**src/rtl/bu_vector_loader.sv**
```systemverilog
// Packs a serial stream of M B-words then M U-words into the unit's operand buses.
// It pulses start, waits for the result (with a timeout), and forwards it on valid/ready.
module bu_vector_loader #(
    parameter int M       = 3,
    parameter int TIMEOUT = 64
) (
    input  logic            clk,
    input  logic            rst_n,
    input  logic [15:0]     in_data,
    input  logic            in_valid,
    output logic            in_ready,
    output logic [16*M-1:0] b_vec,
    output logic [16*M-1:0] u_vec,
    output logic            start,
    input  logic [15:0]     res_data,
    input  logic            res_err,
    input  logic            res_valid,
    output logic [15:0]     out_data,
    output logic            out_err,
    output logic            out_valid,
    input  logic            out_ready,
    output logic            busy
);

    localparam int IW = (M > 1) ? $clog2(M) : 1;
    localparam int CW = $clog2(TIMEOUT + 1);

    typedef enum logic [2:0] {
        S_LOAD_B,
        S_LOAD_U,
        S_START,
        S_WAIT,
        S_OUT
    } state_t;

    state_t        state;
    state_t        state_nxt;
    logic [IW-1:0] idx;
    logic [IW-1:0] idx_nxt;
    logic [CW-1:0] cnt;
    logic          xfer;
    logic          last_word;
    logic          timeout_hit;

    assign xfer        = in_valid & in_ready;
    assign last_word   = (idx == IW'(M - 1));
    assign timeout_hit = (cnt == CW'(TIMEOUT - 1));

    always_comb begin
        state_nxt = state;
        idx_nxt   = idx;
        in_ready  = 1'b0;
        start     = 1'b0;
        out_valid = 1'b0;
        case (state)
            S_LOAD_B, S_LOAD_U: begin
                in_ready = 1'b1;
                if (xfer) begin
                    if (last_word) begin
                        idx_nxt   = '0;
                        state_nxt = (state == S_LOAD_B) ? S_LOAD_U : S_START;
                    end else begin
                        idx_nxt = idx + IW'(1);
                    end
                end
            end
            S_START: begin
                start     = 1'b1;
                state_nxt = S_WAIT;
            end
            S_WAIT: begin
                if (res_valid || timeout_hit)
                    state_nxt = S_OUT;
            end
            S_OUT: begin
                out_valid = 1'b1;
                if (out_ready)
                    state_nxt = S_LOAD_B;
            end
            default: state_nxt = S_LOAD_B;
        endcase
    end

    assign busy = !((state == S_LOAD_B) && (idx == '0));

    always_ff @(posedge clk or negedge rst_n) begin
        if (!rst_n) begin
            state    <= S_LOAD_B;
            idx      <= '0;
            cnt      <= '0;
            b_vec    <= '0;
            u_vec    <= '0;
            out_data <= '0;
            out_err  <= 1'b0;
        end else begin
            state <= state_nxt;
            idx   <= idx_nxt;
            // First-arriving word occupies the MSB slot; the unit walks MSB first.
            for (int k = 0; k < M; k++) begin
                if (xfer && idx == IW'(k)) begin
                    if (state == S_LOAD_B)
                        b_vec[16*(M-k)-1 -: 16] <= in_data;
                    else
                        u_vec[16*(M-k)-1 -: 16] <= in_data;
                end
            end
            if (state == S_START)
                cnt <= '0;
            else if (state == S_WAIT)
                cnt <= cnt + CW'(1);
            // A result arriving on the timeout cycle still takes priority.
            if (state == S_WAIT) begin
                if (res_valid) begin
                    out_data <= res_data;
                    out_err  <= res_err;
                end else if (timeout_hit) begin
                    out_data <= 16'h0000;
                    out_err  <= 1'b1;
                end
            end
        end
    end

endmodule

```
**config.mk**
```make
export PLATFORM = sky130hd
export DESIGN_NAME = bu_vector_loader
export DESIGN_NICKNAME = d
export VERILOG_FILES = /design/src/rtl/bu_vector_loader.sv
export SDC_FILE = /design/constraint.sdc
export NUM_CORES = 1
export LEC_CHECK = 0
export ABC_AREA = 1
export CAP_MARGIN = 0
export CORE_ASPECT_RATIO = 1.1
export CORE_UTILIZATION = 30
export DETAILED_ROUTE_END_ITERATION = 10
export SYNTH_ARGS = -nofsm -noshare
export SYNTH_HDL_FRONTEND = slang
export SYNTH_SLANG_ARGS = --single-unit
```
**constraint.sdc**
```tcl
create_clock -name clk -period 1.7 [get_ports clk]
set_input_delay 0.17 -clock clk [delete_from_list [all_inputs] [get_ports clk]]
set_output_delay 0.17 -clock clk [all_outputs]
set_load 0.05 [all_outputs]
```
; ---- Word level (Yosys, flattened, before mapping)
; Cells that the tools add are included.
[word_totals]
output_inout_bits = 117
elab_cells = 62
in_bits = 38
regBits = 125
[classes]
n_bitwise = 2
mux = 16
reduce_logical = 20
eq_ne = 11
add_sub_neg = 2
[op_table]
columns = cell, n
row1 = 16-bit 2-to-1 mux, 2
row2 = 2-bit AND reduction, 8
row3 = 7-bit 2-to-1 mux, 2
row4 = 3-bit 2-to-1 mux, 4
row5 = 3-bit one-hot mux with 4 select lines, 1
row6 = 2-bit inequality test (second input constant), 4
row7 = 7-bit by 1-bit adder with 7-bit output (second input constant), 1
row8 = 7-bit by 6-bit == test with 1-bit output (second input constant), 1
row9 = 3-bit by 2-bit == test with 1-bit output (second input constant), 2
row10 = 1-bit 2-to-1 mux, 5
row11 = 1-bit logical AND, 4
row12 = 2-bit 2-to-1 mux, 2
row13 = 4-bit AND reduction, 1
row14 = 2-bit nonzero test, 2
row15 = 3-bit by 1-bit == test with 1-bit output (second input constant), 1
row16 = 3-bit == test (second input constant), 1
row17 = 3-bit zero test, 1
row18 = 2-bit by 1-bit adder with 2-bit output (second input constant), 1
row19 = 2-bit by 1-bit == test with 1-bit output (second input constant), 1
row20 = 2-bit == test (second input constant), 1
row21 = 2-bit zero test, 1
row22 = 2-bit OR reduction, 1
row23 = 1-bit bitwise AND, 1
row24 = 1-bit zero test, 1
row25 = other kinds (2), 2

; ---- Logic depth before layout (Yosys ltp)
; Gate-level depths: netlist (run 1).
[logic_depth]
depth_word = 6
ltp_mapped = 9

; ---- Least setup slack after synthesis (run 1)
; No wires, ideal clock.
[synth_timing]
path_type = register -> output
from = register state[0]
to = output port out_valid
n_path_buf = 1
arrival_time_ns = 1.624
setup_slack_ns = -0.094
stages_incl_launch_ff = 3
cell_sequence = dfrtp_1 -> clkbuf_4 -> nor3_1
[synth_between]
elab_chain_len = 2
[synth_lines]
columns = item, line
row1 = "start, declared", 36  ; state_t state;
row2 = "start signal, assigned", 96  ; state <= state_nxt;
row3 = 3-bit == test, 55  ; case (state)
row4 = 1-bit 2-to-1 mux, 55
row5 = "end, declared", 20  ; output logic out_valid,
; No other way between the ends.

; ---- Worst setup path after layout (run 1)
[layout_timing]
from = register state[1]
to = output port busy
[layout_between]
elab_chain_len = 3
[layout_lines]
columns = item, line
row1 = 3-bit zero test, 84  ; assign busy = !((state == S_LOAD_B) && (idx == '0));
row2 = 1-bit logical AND, 84
row3 = 1-bit zero test, 84
row4 = "end, declared", 22  ; output logic busy
; No other way between the ends.

==> results of run 1 <==
-- metal layers --
layer,wire length (microns),GRT usage,share of wire,up-vias
li1,-,-,-,2086
met1,6030,0.208,0.43,2032
met2,6690,0.270,0.48,128
met3,1080,0.0621,0.077,15
met4,178,0.0732,0.013,0
met5,0,0,0,-
-- timing repair --
item	4_1_cts	5_1_grt
pin swaps	1	0
endpoints found under the hold margin	98	0
buffers inserted	1	4
resized for setup	65	6
endpoints found under the setup margin	63	56
hold buffers	1	0
-- critical path, delay by kind of cell (launching register included) --
family	cells	cell delay [ns]
flip-flops	1	0.44
AND/OR/NAND/NOR	3	0.34
buffers and inverters	2	0.27
-- cells in the mapped netlist (4+ instances only) --
cell,n
nand2_1,279
dfrtp_1,125
o21ai_0,31
inv_1,30
nand3_1,23
nor2_1,13
o21ai_1,8
nand2_2,7
buf_2,6
buf_4,6
nor2_4,5
buf_6,4
inv_2,4
-- flip-flops by register name, indices dropped and copies added (netlist names) --
register / flops
b_vec: 48
idx: 2
out_err: 1
cnt: 7
out_data: 16
state: 3
u_vec: 48
-- stage by stage --
step / cell area (sq um) / util / setup slack [ns] / hold slack (ns)
after detailed placement: 6780 / 0.414 / 0.0223 / 0.0890
after floorplan: 5040 / - / 0.0782 / -0.126
after global placement: 6780 / 0.414 / 0.0383 / 0.0780
after global routing: 7430 / 0.454 / -0.0274 / 0.192
after CTS: 7380 / 0.451 / 0.000346 / 0.176
final: 7430 / 0.454 / 0.0680 / 0.184
-- worst max-delay path by stage --
stage	cells past startpoint	to	from	slack, ns
global placement	6	out_err$_DFFE_PN0P_	state[2]$_DFFE_PN0P_	0.04
global route	7	b_vec[42]$_DFFE_PN0P_	state[1]$_DFFE_PN0P_	-0.03
detailed placement	6	out_err$_DFFE_PN0P_	state[2]$_DFFE_PN0P_	0.02
finish	5	busy	state[1]$_DFFE_PN0P_	0.07
floorplan	4	busy	state[2]$_DFFE_PN0P_	0.08
CTS	4	start	state[2]$_DFFE_PN0P_	0.0003
-- final cells by class --
type                            count  area (sq um)  area share
Tap cell                          204           255      0.0344
Multi-Input combinational cell    379          1650       0.222
Clock buffer                       21           470      0.0633
Inverter                           35           138      0.0185
Timing Repair Buffer              175          1600       0.215
Clock inverter                     11           188      0.0253
Sequential cell                   125          3130       0.422
-- kinds of logic (layout without fill, tap and decap cells) --
group,count (synthesis),after routing
AO/OA/AOI/OAI,43,43
AND/OR/NAND/NOR,334,334
XOR/XNOR,1,1
flip-flops,125,125
adder cells (fa/ha/maj),1,1
buffers and inverters,55,242
==> impl_results.md, run 1 <==
- Vias in the first global route: 4,105
- Number of antenna diodes: 0
- HPWL reported at the end of detailed placement: 10.3 mm
- Worst-case register-to-register setup slack: 0.12 ns
- Worst Tran Pin Value: 0.516 ns
- Maximum count of clock buffers along a single path: 2
- Synth-to-layout area growth: 47.6%
- Portion of the post-synthesis area used by sequential elements: 0.622
- CTS Root Cell: clkbuf_16
- CTS tree: yes
- Clk sinks: 125
- H-tree levels: 4
- Port Buffers: 154
- Synth async-reset ratio: 1.00
- Sort of element at the end of the critical path: output port
- Post-Syn Area: 5030 sq um
- Slew Limit Headroom: 0.657
- Ratio of final minimum period to clock period: 0.960
- Highest-count cells in the layout ignoring fill and taps: nand2_1 (278), dfrtp_1 (122), buf_4 (68)
- Worst stage delay on the critical path: 0.44 ns
- Worst setup skew after layout: 0.0100 ns
- Number of cells produced by synthesis: 559
- Die span in x: 125 microns
- Register bit count reported by yosys: 125
- RSZ-0062 raised after global routing: true
- Antenna Violating Nets Remaining: 0
- Maximum frequency from static timing analysis: 0.613 GHz
- Share of final-layout standard cells stronger than drive strength 1: 0.184
- Total negative slack: 0 ns
- Hold Vio Cnt, Final: 0
- Yosys Warn Count: 0
- Total detailed-routing wirelength: 14.0 mm
- XOR/XNOR Fraction of Synth Area: 0.00174
- Vertical die dimension: 138 microns
- Number of synthesized flops with an enable pin: 0
- Failing checks: DRC
- Row Count: 49
- Synth Flop Type: dfrtp_1
- Share of the synthesized area in the top cell type: 0.622
- Share of synthesized cell area in full adder, half adder and majority cells: 0.00249
- Core region area: 16,400 sq um
- Area enclosed by the die boundary: 17,300 sq um
- Final slew viol count: 0
- Overflow left after global routing: 0
- Required time at the endpoint of the critical path: 1.53 ns
- RR Endpoint: b_vec[34]$_DFFE_PN0P_
- Clock latency on the worst-skew pair: 0.42 ns
- Largest net degree at the start of global routing: 47
- Final setup vio count: 0
- Chain of cells forming the critical path: nor2_4 > nand2_2 > inv_2 > nand3_2 > buf_12
- Count of fill cells added during filler insertion: 1,592
- Final layout net count: 772
- Worst Path Arrival: 1.46 ns
- Effective utilization at floorplan: 0.307
- Worst min-delay path category: in2async
- Average detailed-routed wire length per instance: 14.7 microns
- All-layer global routing usage: 0.170
- Cell count after placement: 912
- TritonCTS Buffers: 17
- Largest fanout on the critical path: 4
- Share of cell area taken by muxes after synthesis: 0
- Routability Congestion: 0.768
- Global-route wire length before repair: 22.0 mm
- Post-synthesis net count: 598
- Total vias in the final route: 4,261
- Most frequent standard cell in the layout excluding fill and tap cells: nand2_1
- Worst reg2reg path depth: 8
- Type of origin of the critical path: register
- Time the worst path needs with I/O delays and setup: 1.63 ns
- Synth cell types: 27
- Residual DRC count: 11
- Non-filler instance count after layout: 950
- Length of the first detailed-routing pass in iterations: 8
- Routed via count divided by cell count: 4.49
- Reg2Reg Launch Point: state[1]$_DFFE_PN0P_
- Outcome: finished with violations
- Cell types occupying the most area after synthesis: dfrtp_1 (62%), nand2_1 (21%), o21ai_0 (3.1%)
- Library cell contributing the largest single delay on the critical path: dfrtp_2
- Clock-pin transition on the worst setup and hold timing paths: 0.05 ns
- Boundary pin count: 155
- Number of maximum-capacitance constraint violations: 0
- Simple-gate share of the synthesized area: 0.276
- Average footprint of a synthesized cell: 9.00 sq um
- CP Class: reg2out
- Synth area leader: dfrtp_1
- Initial antenna violation count: 0
- Main combinational cell family by area after synthesis: simple AND/OR/NAND/NOR gates
- Iter 0 DRT Violations: 234
- Compound-Gate Fraction of Synth Area: 0.0438
Power of run 1 is left out: the tool's default activity adds up to more than one toggle a clock period on the data nets, which glitch-free logic cannot reach.
==> run 2: changes to the inputs <==
Clock period 1.7 ns to 1.5 ns, I/O delays scaled along.
==> run 2 against run 1 <==
Against the previous run:
- the run ends with DRC, setup timing left
- via count grew 1.4%
- count of clock-buffer cells in the layout is the same
- sequential cell count is the same
- critical path depth is the same
- register-to-register slack lost 0.13 ns
- hold slack lost 0.011 ns
- critical path type unchanged
==> impl_results.md, run 2 (synthesized netlist as in run 1, its figures left out) <==
- Outcome: finished with violations
- Failing checks: DRC, setup timing
- Maximum frequency from static timing analysis: 0.646 GHz
- Worst stage delay on the critical path: 0.44 ns (about the same)
- Clock latency on the worst-skew pair: 0.42 ns (about the same)
- Area enclosed by the die boundary: 17,300 sq um (unchanged)
- CTS Root Cell: clkbuf_16
- Cell count after placement: 920 (+0.88%)
- Reg2Reg Launch Point: state[2]$_DFFE_PN0P_
- Vertical die dimension: 138 microns (unchanged)
- Time the worst path needs with I/O delays and setup: 1.55 ns
- Largest fanout on the critical path: 3 (-1)
- Required time at the endpoint of the critical path: 1.35 ns (-0.18 ns)
- Row Count: 49 (unchanged)
- Worst min-delay path category: in2async
- All-layer global routing usage: 0.171 (+0.00134)
- Post-Place Setup Slack: -0.0633 ns (-0.0856 ns)
- Met1 Usage GRT: 0.210 (+0.00164)
- Hold Vio Cnt, Final: 0 (unchanged)
- Clk sinks: 125 (unchanged)
- Final layout net count: 791 (+2.5%)
- Boundary pin count: 155 (unchanged)
- Residual DRC count: 9 (-2)
- Maximum count of clock buffers along a single path: 2 (unchanged)
- Port Buffers: 154 (unchanged)
- Type of origin of the critical path: register
- Chain of cells forming the critical path: nor2_4 > nand2_4 > inv_4 > nand3_4 > buf_12
- Worst Path Arrival: 1.40 ns (-0.06 ns)
- Routability Congestion: 0.793 (+3.2%)
- Global-route wire length before repair: 22.3 mm (+0.97%)
- Vias in the first global route: 4,167 (+1.5%)
- Total detailed-routing wirelength: 14.6 mm (+4.4%)
- Total vias in the final route: 4,319 (+1.4%)
- RSZ-0062 raised after global routing: true
- Number of maximum-capacitance constraint violations: 0 (unchanged)
- Hold Worst Slack: 0.174 ns (-0.0105 ns)
- Layer with the highest usage: met2
- Average detailed-routed wire length per instance: 15.1 microns (+2.3%)
- Clock-pin transition on the worst setup and hold timing paths: 0.06 ns (about the same)
- Worst setup skew after layout: 0.0137 ns (+0.00369 ns)
- Share of final-layout standard cells stronger than drive strength 1: 0.294 (+0.110)
- Length of the first detailed-routing pass in iterations: 11 (+3)
- Iter 0 DRT Violations: 199 (-15%)
- Regs by FF count: b_vec x48, u_vec x48, out_data x16
- Routed via count divided by cell count: 4.46 (-0.63%)
- Effective utilization at floorplan: 0.307 (unchanged)
- Overflow left after global routing: 0 (unchanged)
- Library cell contributing the largest single delay on the critical path: dfrtp_2
- Antenna Violating Nets Remaining: 0 (unchanged)
- Synth-to-layout area growth: 52.2%
- Non-filler instance count after layout: 969 (+2.0%)
- Initial antenna violation count: 0 (unchanged)
- Largest net degree at the start of global routing: 56 (+19%)
- Number of antenna diodes: 0 (unchanged)
- Final setup vio count: 9 (+9)
- Met2 Use GR: 0.285 (+0.0154)
- TritonCTS Buffers: 17 (unchanged)
- Final slew viol count: 0 (unchanged)
- Sort of element at the end of the critical path: output port
- HPWL reported at the end of detailed placement: 10.3 mm (about the same)
- Most frequent standard cell in the layout excluding fill and tap cells: nand2_1
- Ratio of final minimum period to clock period: 1.03
- Start point of the critical path: state[2]$_DFFE_PN0P_
- Highest-count cells in the layout ignoring fill and taps: nand2_1 (274), buf_4 (134), dfrtp_1 (123)
- Die span in x: 125 microns (unchanged)
- H-tree levels: 4 (unchanged)
- Total negative slack: -0.147 ns (-0.147 ns)
- Worst Tran Pin Value: 0.431 ns (-0.0852 ns)
- Slew Limit Headroom: 0.712 (+0.0545)
- Core region area: 16,400 sq um (unchanged)
- CTS tree: yes
- Worst reg2reg path depth: 8 (unchanged)
- Worst-case register-to-register setup slack: -0.01 ns (-0.13 ns)
- CP Class: reg2out
- Global routing met3 resource utilization: 0.0517 (-0.0105)
- Final worst setup slack: -0.0471 ns (-0.115 ns)
run 2: changes by cell type in the layout (fill, tap and decap cells not counted), moves of 2 or more:
cell	delta
buf_4	+66
dlygate4sd2_1	-61
buf_12	+6
buf_6	+6
o21ai_0	-6
o21ai_1	+6
inv_4	+4
nand2_1	-4
nand2_8	+4
bufinv_16	-2
inv_1	-2
nand2_4	+2
nor3_2	-2
nor3_4	+2
run 2: worst max-delay path: cells and delay by family (launching register included):
kind,cells,cell delay (ns)
AND/OR/NAND/NOR,3,0.31
buffers and inverters,2,0.23
flip-flops,1,0.44
run 2: area by class of cell:
cell class	count	area (sq um)
clock buffer	21	470
clock inverter	11	140
fill	1525	8710
inverter	35	141
multi-input combinational	381	1770
sequential	125	3130
tap	204	255
timing repair buffer	192	1740
run 2: what timing repair did:
item | 4_1_cts | 5_1_grt
buffers inserted | 8 | 6
gates resized for setup | 16 | 25
cloned | 0 | 2
endpoints found under the setup margin | 37 | 117
endpoints found under the hold margin | 36 | 0
pin swaps | 4 | 5
hold buffers | 1 | 0
run 2: worst paths after layout:
check / to
min in group clk: out_data[3]$_DFFE_PN0P_
max in group asynchronous: state[2]$_DFFE_PN0P_
worst max-delay path: busy
worst min register to register: out_data[11]$_DFFE_PN0P_
worst min-delay path: u_vec[21]$_DFFE_PN0P_
worst max register to register: u_vec[34]$_DFFE_PN0P_
run 2: layer usage:
layer | wire (microns) | part of all wire | vias up
li1 | - | - | 2119
met1 | 6220 | 0.43 | 2058
met2 | 7270 | 0.50 | 128
met3 | 935 | 0.064 | 14
met4 | 167 | 0.011 | 0
met5 | 0 | 0 | -
run 2: metrics by stage:
stage               cell area [sq um]  utilization
floorplan                        5060            -
global placement                 6760        0.413
detailed placement               6760        0.413
CTS                              7500        0.458
global route                     7650        0.468
finish                           7650        0.468
Power of run 2 is left out for the same reason.
